**config.mk**
```make
export PLATFORM = sky130hd
export DESIGN_NAME = cstn_lcdc_gen
export DESIGN_NICKNAME = d
export VERILOG_FILES = /design/src/rtl/cstn_pkg.sv /design/src/rtl/cstn_serializer.sv /design/src/rtl/cstn_lcdc_gen.sv
export SDC_FILE = /design/constraint.sdc
export NUM_CORES = 1
export LEC_CHECK = 0
export CAP_MARGIN = 0
export CELL_PAD_IN_SITES_DETAIL_PLACEMENT = 1
export CELL_PAD_IN_SITES_GLOBAL_PLACEMENT = 1
export CORE_UTILIZATION = 28
export CTS_BUF_LIST = sky130_fd_sc_hd__clkbuf_8
export DETAILED_ROUTE_END_ITERATION = 10
export PLACE_DENSITY = 0.64
export SYNTH_ARGS = -nofsm -noshare
export SYNTH_HDL_FRONTEND = slang
export SYNTH_SLANG_ARGS = --single-unit
```
**constraint.sdc**
```tcl
create_clock -name clk -period 2.1 [get_ports clk]
set_input_delay 0.315 -clock clk [delete_from_list [all_inputs] [get_ports clk]]
set_output_delay 0.315 -clock clk [all_outputs]
set_load 0.05 [all_outputs]
```
**src/rtl/cstn_pkg.sv**
```systemverilog
// Shared types and derived timing for the CSTN/STN panel timing controller.
package cstn_pkg;

    typedef enum logic {
        ST_IDLE = 1'b0,
        ST_RUN  = 1'b1
    } state_t;

    function automatic int unsigned h_total(input int unsigned h_front, input int unsigned h_act,
                                            input int unsigned h_back, input int unsigned h_lp,
                                            input int unsigned h_wait);
        return h_front + h_act + h_back + h_lp + h_wait;
    endfunction

    function automatic int unsigned lines(input int unsigned v_act, input int unsigned v_back,
                                          input int unsigned dual_scan);
        return v_act / (1 + dual_scan) + v_back;
    endfunction

    function automatic int unsigned beats(input int unsigned word_w, input int unsigned bus_w);
        return word_w / bus_w;
    endfunction

    function automatic bit params_ok(input int unsigned bus_w, input int unsigned word_w,
                                     input int unsigned dual_scan, input int unsigned h_act,
                                     input int unsigned h_lp, input int unsigned v_act);
        bit ok;
        ok = 1'b1;
        if (bus_w != 4 && bus_w != 8) ok = 1'b0;
        if (word_w < bus_w || (word_w % bus_w) != 0) ok = 1'b0;
        if (dual_scan > 1) ok = 1'b0;
        if (h_act == 0 || h_lp == 0 || v_act == 0) ok = 1'b0;
        if (bus_w != 0 && word_w >= bus_w && (h_act % (word_w / bus_w)) != 0) ok = 1'b0;
        if (dual_scan == 1 && (v_act % 2) != 0) ok = 1'b0;
        return ok;
    endfunction

endpackage

```
**src/rtl/cstn_serializer.sv**
```systemverilog
// Per-half word latch and MSB-first slice shifter; an empty FIFO loads zeros.
module cstn_serializer
    import cstn_pkg::*;
#(
    parameter int BUS_W  = 8,
    parameter int WORD_W = 24
) (
    input  logic              i_clk,
    input  logic              i_rst,
    input  logic              i_load,
    input  logic              i_valid,
    input  logic              i_shift,
    input  logic              i_oe,
    input  logic [WORD_W-1:0] i_word,
    output logic [BUS_W-1:0]  o_data
);

    logic [WORD_W-1:0] r_sh;
    logic [WORD_W-1:0] w_word;

    assign w_word = i_valid ? i_word : '0;

    always_ff @(posedge i_clk or posedge i_rst) begin
        if (i_rst) begin
            r_sh <= '0;
        end else if (i_load) begin
            r_sh <= w_word;
        end else if (i_shift) begin
            r_sh <= r_sh << BUS_W;
        end
    end

    // The first slice bypasses the latch so it is on the bus for the whole first beat.
    always_comb begin
        o_data = '0;
        if (i_load) begin
            o_data = w_word[WORD_W-1 -: BUS_W];
        end else if (i_oe) begin
            o_data = r_sh[WORD_W-1 -: BUS_W];
        end
    end

endmodule

```
**src/rtl/cstn_lcdc_gen.sv**
```systemverilog
// Passive-matrix panel timing controller: beat/line/frame sequencing, control
// strobes, AC-bias generation and FIFO-fed upper/lower data serialisation.
module cstn_lcdc_gen
    import cstn_pkg::*;
#(
    parameter int BUS_W     = 8,
    parameter int WORD_W    = 24,
    parameter int DUAL_SCAN = 1,
    parameter int H_FRONT   = 31,
    parameter int H_ACT     = 240,
    parameter int H_BACK    = 8,
    parameter int H_LP      = 6,
    parameter int H_WAIT    = 11,
    parameter int V_ACT     = 240,
    parameter int V_BACK    = 1,
    parameter int M_LINES   = 13
) (
    input  logic                            clk,
    input  logic                            rst,
    input  logic                            enable,
    input  logic                            trig_mode,
    input  logic                            vsync_in,
    input  logic [WORD_W*(1+DUAL_SCAN)-1:0] fifo_data,
    input  logic                            fifo_empty,
    output logic                            fifo_re,
    output logic                            cstn_xck,
    output logic                            cstn_lp,
    output logic                            cstn_flm,
    output logic                            cstn_m,
    output logic                            cstn_dispoff,
    output logic [BUS_W-1:0]                cstn_ud,
    output logic [BUS_W-1:0]                cstn_ld,
    output logic                            underflow,
    input  logic                            underflow_clr,
    output logic                            frame_done,
    output logic                            busy
);

    localparam int H_TOTAL = h_total(H_FRONT, H_ACT, H_BACK, H_LP, H_WAIT);
    localparam int LINES   = lines(V_ACT, V_BACK, DUAL_SCAN);
    localparam int BEATS   = beats(WORD_W, BUS_W);
    localparam int HW      = $clog2(H_TOTAL + 1);
    localparam int VW      = $clog2(LINES + 1);
    localparam int BW      = $clog2(BEATS + 1);
    localparam int MW      = $clog2(M_LINES + 2);

    localparam logic [HW-1:0] C_H_LAST = HW'(H_TOTAL - 1);
    localparam logic [HW-1:0] C_WIN_LO = HW'(H_FRONT);
    localparam logic [HW-1:0] C_WIN_HI = HW'(H_FRONT + H_ACT);
    localparam logic [HW-1:0] C_LP_LO  = HW'(H_FRONT + H_ACT + H_BACK);
    localparam logic [HW-1:0] C_LP_HI  = HW'(H_FRONT + H_ACT + H_BACK + H_LP);
    localparam logic [VW-1:0] C_V_LAST = VW'(LINES - 1);
    localparam logic [VW-1:0] C_V_ACT  = VW'(LINES - V_BACK);
    localparam logic [BW-1:0] C_B_LAST = BW'(BEATS - 1);
    localparam logic [MW-1:0] C_M_LAST = MW'((M_LINES > 0) ? M_LINES - 1 : 0);

    if (!params_ok(BUS_W, WORD_W, DUAL_SCAN, H_ACT, H_LP, V_ACT)) begin : g_param_check
        $error("cstn_lcdc_gen: illegal parameter combination");
    end

    state_t          r_state;
    state_t          w_state_nxt;
    logic            r_ph;
    logic [HW-1:0]   r_h;
    logic [VW-1:0]   r_v;
    logic [BW-1:0]   r_beat;
    logic [MW-1:0]   r_mcnt;
    logic            r_m;
    logic            r_uflow;
    logic            r_en;

    logic            w_run;
    logic            w_line_end;
    logic            w_frame_end;
    logic            w_active;
    logic            w_win;
    logic            w_load;
    logic            w_shift;
    logic            w_start;
    logic [BUS_W-1:0] w_ud;
    logic [BUS_W-1:0] w_ld;

    assign w_run       = (r_state == ST_RUN);
    assign w_line_end  = w_run & r_ph & (r_h == C_H_LAST);
    assign w_frame_end = w_line_end & (r_v == C_V_LAST);
    assign w_active    = (r_v < C_V_ACT);
    assign w_win       = w_run & w_active & (r_h >= C_WIN_LO) & (r_h < C_WIN_HI);
    assign w_load      = w_win & ~r_ph & (r_beat == '0);
    assign w_shift     = w_win & r_ph;
    assign w_start     = enable & (vsync_in | ~trig_mode);

    always_ff @(posedge clk or posedge rst) begin
        if (rst) begin
            r_state <= ST_IDLE;
        end else begin
            r_state <= w_state_nxt;
        end
    end

    // A running frame always completes; stop conditions are only sampled at its last clk.
    always_comb begin
        w_state_nxt = r_state;
        case (r_state)
            ST_IDLE: if (w_start) w_state_nxt = ST_RUN;
            ST_RUN:  if (w_frame_end && (trig_mode || !enable)) w_state_nxt = ST_IDLE;
            default: w_state_nxt = ST_IDLE;
        endcase
    end

    always_ff @(posedge clk or posedge rst) begin
        if (rst) begin
            r_ph   <= 1'b0;
            r_h    <= '0;
            r_v    <= '0;
            r_beat <= '0;
        end else if (!w_run) begin
            r_ph   <= 1'b0;
            r_h    <= '0;
            r_v    <= '0;
            r_beat <= '0;
        end else begin
            r_ph <= ~r_ph;
            if (r_ph) begin
                r_h <= (r_h == C_H_LAST) ? '0 : r_h + 1'b1;
            end
            if (w_line_end) begin
                r_v <= (r_v == C_V_LAST) ? '0 : r_v + 1'b1;
            end
            if (w_shift) begin
                r_beat <= (r_beat == C_B_LAST) ? '0 : r_beat + 1'b1;
            end
        end
    end

    // The M line counter spans frames so the AC-bias pattern is not reset each frame.
    always_ff @(posedge clk or posedge rst) begin
        if (rst) begin
            r_mcnt <= '0;
            r_m    <= 1'b0;
        end else if (w_line_end) begin
            if (M_LINES == 0) begin
                if (w_frame_end) r_m <= ~r_m;
            end else if (r_mcnt == C_M_LAST) begin
                r_mcnt <= '0;
                r_m    <= ~r_m;
            end else begin
                r_mcnt <= r_mcnt + 1'b1;
            end
        end
    end

    always_ff @(posedge clk or posedge rst) begin
        if (rst) begin
            r_uflow <= 1'b0;
            r_en    <= 1'b0;
        end else begin
            r_en <= enable;
            if (underflow_clr) begin
                r_uflow <= 1'b0;
            end else if (w_load && fifo_empty) begin
                r_uflow <= 1'b1;
            end
        end
    end

    cstn_serializer #(
        .BUS_W  (BUS_W),
        .WORD_W (WORD_W)
    ) u_ser_up (
        .i_clk   (clk),
        .i_rst   (rst),
        .i_load  (w_load),
        .i_valid (~fifo_empty),
        .i_shift (w_shift),
        .i_oe    (w_win),
        .i_word  (fifo_data[WORD_W*(1+DUAL_SCAN)-1 -: WORD_W]),
        .o_data  (w_ud)
    );

    if (DUAL_SCAN != 0) begin : g_lower
        cstn_serializer #(
            .BUS_W  (BUS_W),
            .WORD_W (WORD_W)
        ) u_ser_lo (
            .i_clk   (clk),
            .i_rst   (rst),
            .i_load  (w_load),
            .i_valid (~fifo_empty),
            .i_shift (w_shift),
            .i_oe    (w_win),
            .i_word  (fifo_data[WORD_W-1:0]),
            .o_data  (w_ld)
        );
    end else begin : g_no_lower
        assign w_ld = '0;
    end

    assign fifo_re      = w_load & ~fifo_empty;
    assign cstn_xck     = w_shift;
    assign cstn_lp      = w_run & (r_h >= C_LP_LO) & (r_h < C_LP_HI);
    assign cstn_flm     = w_run & (r_v == '0);
    assign cstn_m       = r_m;
    assign cstn_dispoff = r_en & ~(~w_run & ~enable);
    assign cstn_ud      = w_ud;
    assign cstn_ld      = w_ld;
    assign underflow    = r_uflow;
    assign frame_done   = w_frame_end;
    assign busy         = w_run;

endmodule

```
* Word-level counts from Yosys, hierarchy flattened
Index checks and enable logic that the tools add are counted.
Cells by class: add/subtract/negate cells 4, multipliers 0, div/mod/pow operators 0, magnitude comparators 5, eq/ne operators 7, shifts and indexed selects 0, mux-type cells 26, bitwise logic cells 24, reductions and logical operators 9
Operators by type and width (count):
- 2-to-1 mux 24 bit | 6
- 2-to-1 mux 8 bit | 4
- 2-to-1 mux 9 bit | 3
- 2-to-1 mux 7 bit | 3
- < comparator 9 bit, second input constant | 2
- AND 1 bit | 16
- adder 9 x 1 -> 9 bit, second input constant | 1
- equality test 9 bit, second input constant | 1
- >= comparator 9 x 5 -> 1 bit, second input constant | 1
- >= comparator 9 bit, second input constant | 1
- adder 7 x 1 -> 7 bit, second input constant | 1
- equality test 7 bit, second input constant | 1
- zero test 7 bit | 1
- < comparator 7 bit, second input constant | 1
- inverter 1 bit | 7
- 2-to-1 mux 2 bit | 3
- 2-to-1 mux 1 bit | 5
- adder 4 x 1 -> 4 bit, second input constant | 1
- equality test 4 bit, second input constant | 1
- 2-to-1 mux 4 bit | 1
- inequality test 2 x 1 -> 1 bit, second input constant | 2
- nonzero test 2 bit | 2
- adder 2 x 1 -> 2 bit, second input constant | 1
- equality test 2 bit, second input constant | 1
- 8 further kinds | 9
Word-level totals: register bits after elaboration 75, bits in latches 0, memory bits (writable) 0, memory bits (read-only) 0, output and inout bits 25, logic and storage cells 86, memories 0

* Logic depth before layout (Yosys ltp)
depth after elaboration 9, gate-level depth with buffers 8, depth with buffers taken out 7

* Hierarchy
From an unflattened synthesis, not the netlist that was laid out.
Second synthesis, totals: cells, all modules 393, area total of the unflattened synthesis 3983.8 µm²
By module, submodules not included:
- cstn_serializer | times used 2, cells an instance 109, area each 1197.4 µm²
- cstn_lcdc_gen | times used 1, cells an instance 175, area each 1589.0 µm²

* Worst setup path after synthesis
Ideal clock, no wire load.
path kind register to output, start point reg r_state (netlist: busy), end point out cstn_flm, arrival time 2.409 ns, setup slack -0.624 ns, stages on the path, launching flop included 4, cells stage by stage dfrtp_1 > clkbuf_1 > nand2_1 > nor4_1
Between the ends: word-level cells in the longest chain between the ends 1
RTL lines:
- from (decl) | RTL line cstn_lcdc_gen.sv:61 | state_t r_state;
- from (signal assigned) | RTL line cstn_lcdc_gen.sv:96 | r_state <= w_state_nxt;
- AND 1 bit | RTL line cstn_lcdc_gen.sv:201 | assign cstn_flm = w_run & (r_v == '0);
- to (decl) | RTL line cstn_lcdc_gen.sv:28 | output logic cstn_flm,
Every way passes these cells.

* Worst setup path in the final report
start point reg r_h[4], end point out fifo_re
Between the ends: word-level cells in the longest chain between the ends 6
RTL lines:
- from (decl) | RTL line cstn_lcdc_gen.sv:64 | logic [HW-1:0] r_h;
- from (signal assigned) | RTL line cstn_lcdc_gen.sv:124 | r_h <= (r_h == C_H_LAST) ? '0 : r_h + 1'b1;
- >= comparator 9 x 5 -> 1 bit | RTL line cstn_lcdc_gen.sv:87 | assign w_win = w_run & w_active & (r_h >= C_WIN_LO) & (r_h < C_WIN_HI);
- AND 1 bit | RTL line cstn_lcdc_gen.sv:87
- AND 1 bit (*) | RTL line cstn_lcdc_gen.sv:87
- AND 1 bit (*) (2 in series) | RTL line cstn_lcdc_gen.sv:88 | assign w_load = w_win & ~r_ph & (r_beat == '0);
- AND 1 bit (*) | RTL line cstn_lcdc_gen.sv:198 | assign fifo_re = w_load & ~fifo_empty;
- to (decl) | RTL line cstn_lcdc_gen.sv:25 | output logic fifo_re,
Mark *: on every way between the ends. The rest lies on a longest branch, timed or not.

==> impl_metrics.py <==
metrics = {
    "status": {
        "result_of_the_run": "complete, but fails checks",
        "violations_in_the_final_reports": "setup timing",
    },
    "clock_network": {
        "number_of_buffers_inserted_during_clock_tree_synthesis": 9,
        "cts_sinks": 75,
        "clkTransAtPathRegs_ns": 0.08,
        "clock_tree_from_tritoncts": "done",
        "clk_latency_ns": 0.34,
        "max-clock-path-buffers": 2,
        "holdBufCountCts": 0,
        "cts_max_level": 3,
        "cts.root.buffer_cell": "clkbuf_8",
    },
    "power": {
        "netSwitchingFraction_pct": 21.4,
        "power_density_mw_per_mm2": 509,
        "maximum_ir_drop_on_the_vdd_rail_uv": 233,
        "share_comb_of_total_power_pct": 7.9,
        "switchingPower_w": 0.000664,
        "p_clk_share_pct": 43.8,
        "seq_power_share_pct": 48.3,
        "internal-power_w": 0.00244,
        "leakagePower_nw": 2.47,
        "total_power_w": 0.00311,
    },
    "detailed_routing": {
        "vias_per_cell": 5.18,
        "route.vias.total": 3549,
        "antenna_left": 0,
        "routedWlPerCell_um": 17.4,
        "detail_route.first_pass.iterations": 4,
        "detail_route.wirelength_mm": 11.9,
        "detail_route.drc_violations": 0,
        "dr.first_iter.drc_count": 138,
    },
    "setup_path": {
        "timing.critical_path.from_type": "flip-flop",
        "worst_path_max_delay_cell": "or4b_4",
        "worst-endpoint-required_ns": 1.78,
        "cpLargestDelayFamily": "simple AND/OR/NAND/NOR gates",
        "critical_path_sink_type": "primary output",
        "cp_max_fo": 4,
        "worst-endpoint-arrival_ns": 2.16,
        "critPathBufInv": 2,
        "critical_path.cell_chain": "or4b_4, nor2_4, buf_6, o21ai_4, nor3_4, buf_12",
        "worst_path_largest_cell_delay_ns": 0.57,
        "path_type_of_the_worst_setup_path": "flip-flop to primary output",
    },
    "sta": {
        "rsz0062_at_grt": "yes",
        "timing.final.crit_share_pct": 118,
        "timing.setup.tns_ns": -8.66,
        "relSlewSlack_pct": 67.1,
        "final-hold-violation-count": 0,
        "clock_period_minus_final_worst_setup_slack_ns": 2.48,
        "timing_worst_slew_pin_value_ns": 0.492,
        "report.final.setup_viol": 39,
        "timing.final.max_slew_violations": 0,
        "worst_slack_ns": -0.376,
        "final.setup_skew_ns": 0.00743,
        "achievable-frequency_ghz": 0.404,
    },
    "placement": {
        "numPlacedInstances": 654,
        "dpl.hpwl_mm": 8.12,
        "io_buffers": 79,
        "finalWeightedCongestion": 0.800,
    },
    "synth": {
        "post_synth_inst_count": 388,
        "ys_warn_count": 0,
        "synth_edf_count": 0,
        "yosys_register_bits": 75,
        "yosysSeqAreaShare_pct": 49.7,
        "synth_ff_type": "dfrtp_1",
        "synth_fp_nets": 448,
        "ys_async_sr_fraction_pct": 100,
        "per_instance_average_area_after_synthesis_sq_um": 9.73,
        "synthDistinctLibCells": 47,
        "synth_area_sq_mm": 0.00377,
    },
    "die": {
        "design.die.area_sq_mm": 0.0140,
        "floorplan.io_pins": 80,
        "placement_rows": 42,
        "die_width_um": 118,
        "floorplan.core_area_sq_mm": 0.0132,
        "die_height_um": 118,
        "floorplan.initialDensity_pct": 28.6,
    },
    "global_route": {
        "grt_antenna_before_repair": 0,
        "gr-usage-all-layers_pct": 17.7,
        "grt_pass1_vias": 3940,
        "grt_max_degree": 76,
        "first_pass_grt_wire_length_mm": 19.9,
        "gr_ovfl_total": 0,
    },
    "job": {
        "cap_viol_max_count": 0,
    },
    "cells_and_area": {
        "final_net_count": 564,
        "finish.utilization_pct": 46.3,
        "final_layout_size_suffix_gt1_share_pct": 31.4,
        "antenna_cells": 0,
        "layout_common_cells": "dfrtp_1 (72), clkdlybuf4s50_1 (56), buf_4 (38)",
        "growth_of_design_area_from_synthesis_to_finish_pct": 61.7,
        "final_common_cell": "dfrtp_1",
        "stdcell_count": 685,
    },
    "min_path": {
        "hold_path_class": "primary input to async pin",
    },
}
## flip-flops by register name (all words and copies together) (netlist names)
| signal | cells |
|---|---|
| r_beat | 2 |
| r_ph | 1 |
| cstn_m | 1 |
| u_ser_up.r_sh | 24 |
| r_en | 1 |
| r_mcnt | 4 |
| g_lower.u_ser_lo.r_sh | 24 |
| underflow | 1 |
| r_v | 7 |
| busy | 1 |
| r_h | 9 |
## through the flow
step,hold WS (ns),worst slack [ns],area [sq um]
finish,0.405,-0.376,6100
floorplan,0.346,-0.0942,3970
global placement,0.464,-0.00487,5430
detailed placement,0.468,-0.0472,5430
global route,0.450,-0.443,6100
CTS,0.446,-0.393,5750
## worst paths after layout
path                            cells after the start                   endpoint    from  slack, ns
worst max register to register                      7                     r_v[6]  r_h[4]      -0.19
worst min register to register                      1                     cstn_m  cstn_m       0.47
max in group asynchronous                           3  g_lower.u_ser_lo.r_sh[11]     rst       1.33
min in group clk                                    1                     cstn_m  cstn_m       0.47
worst min-delay path                                3                     r_h[5]     rst       0.41
worst max-delay path                                6                    fifo_re  r_h[4]      -0.38
## worst min-delay path: stages
cell and delay, ns:
clkdlybuf4s50_1 0.44, clkinvlp_4 0.10, buf_12 0.31
## routing by layer
layer | routed length [um] | vias to the layer above | GRT usage, %
li1 | - | 1680 | -
met5 | 0 | - | 0
met1 | 5400 | 1793 | 22.1
met2 | 6070 | 68 | 30.7
met3 | 362 | 8 | 3.05
met4 | 87 | 0 | 5.85
## cells by family (layout without fill, tap and decap cells)
logic type / count (synthesis) / count (layout) / share of synthesized area, %
buf+inv: 38 / 159 / 4.08
simple gates: 123 / 123 / 16.1
mux: 1 / 1 / 0.265
xor+xnor: 3 / 3 / 0.696
flops: 75 / 75 / 49.7
fa+ha+maj: 5 / 5 / 1.66
compound gates: 143 / 143 / 27.5
## final cells by class
cell class | count | area (sq um)
Fill cell | 1408 | 7090
Multi-Input combinational cell | 275 | 2150
Sequential cell | 75 | 1880
Timing Repair Buffer | 134 | 1580
Tap cell | 176 | 220
Clock buffer | 10 | 138
Clock inverter | 6 | 104
Inverter | 9 | 37.5
## power groups by stage
stage	Combinational [W]	Clock (W)	Sequential, W
2_1_floorplan	0.0000962	0	0.00152
3_3_place_gp	0.000241	0	0.00153
3_5_place_dp	0.000245	0	0.00153
4_1_cts	0.000246	0.00140	0.00150
5_1_grt	0.000269	0.00144	0.00151
6_report	0.000246	0.00136	0.00150
## what timing repair did
item / 4_1_cts / 5_1_grt
setup buffers: 3 / 10
resized for setup: 20 / 46
setup endpoints to repair: 39 / 74
cloned: 0 / 3
pin swaps: 7 / 10
## synth_stat cells, drive strengths merged, types with 2 or more instances
library cell	instances	area (sq um)
xnor2	2	17.5
a41oi	3	26.3
o21ai	32	160
a21oi	9	45.0
nand2b	15	93.8
nor4	3	18.8
buf	3	22.5
o22a	3	26.3
clkbuf	26	97.6
and3	4	25.0
a22oi	32	240
o31ai	2	15.0
a21boi	3	22.5
inv	9	33.8
a31oi	3	18.8
a2bb2oi	9	78.8
nor2	36	135
nand4	4	25.0
nand3	20	100
dfrtp	75	1880
nand2	25	93.8
o21a	4	30.0
a22o	17	149
ha	5	62.6
nor3	6	35.0
and2	4	26.3
o2bb2ai	20	175
or4	2	18.8
Note: power is estimated with default switching activity, not from simulation.
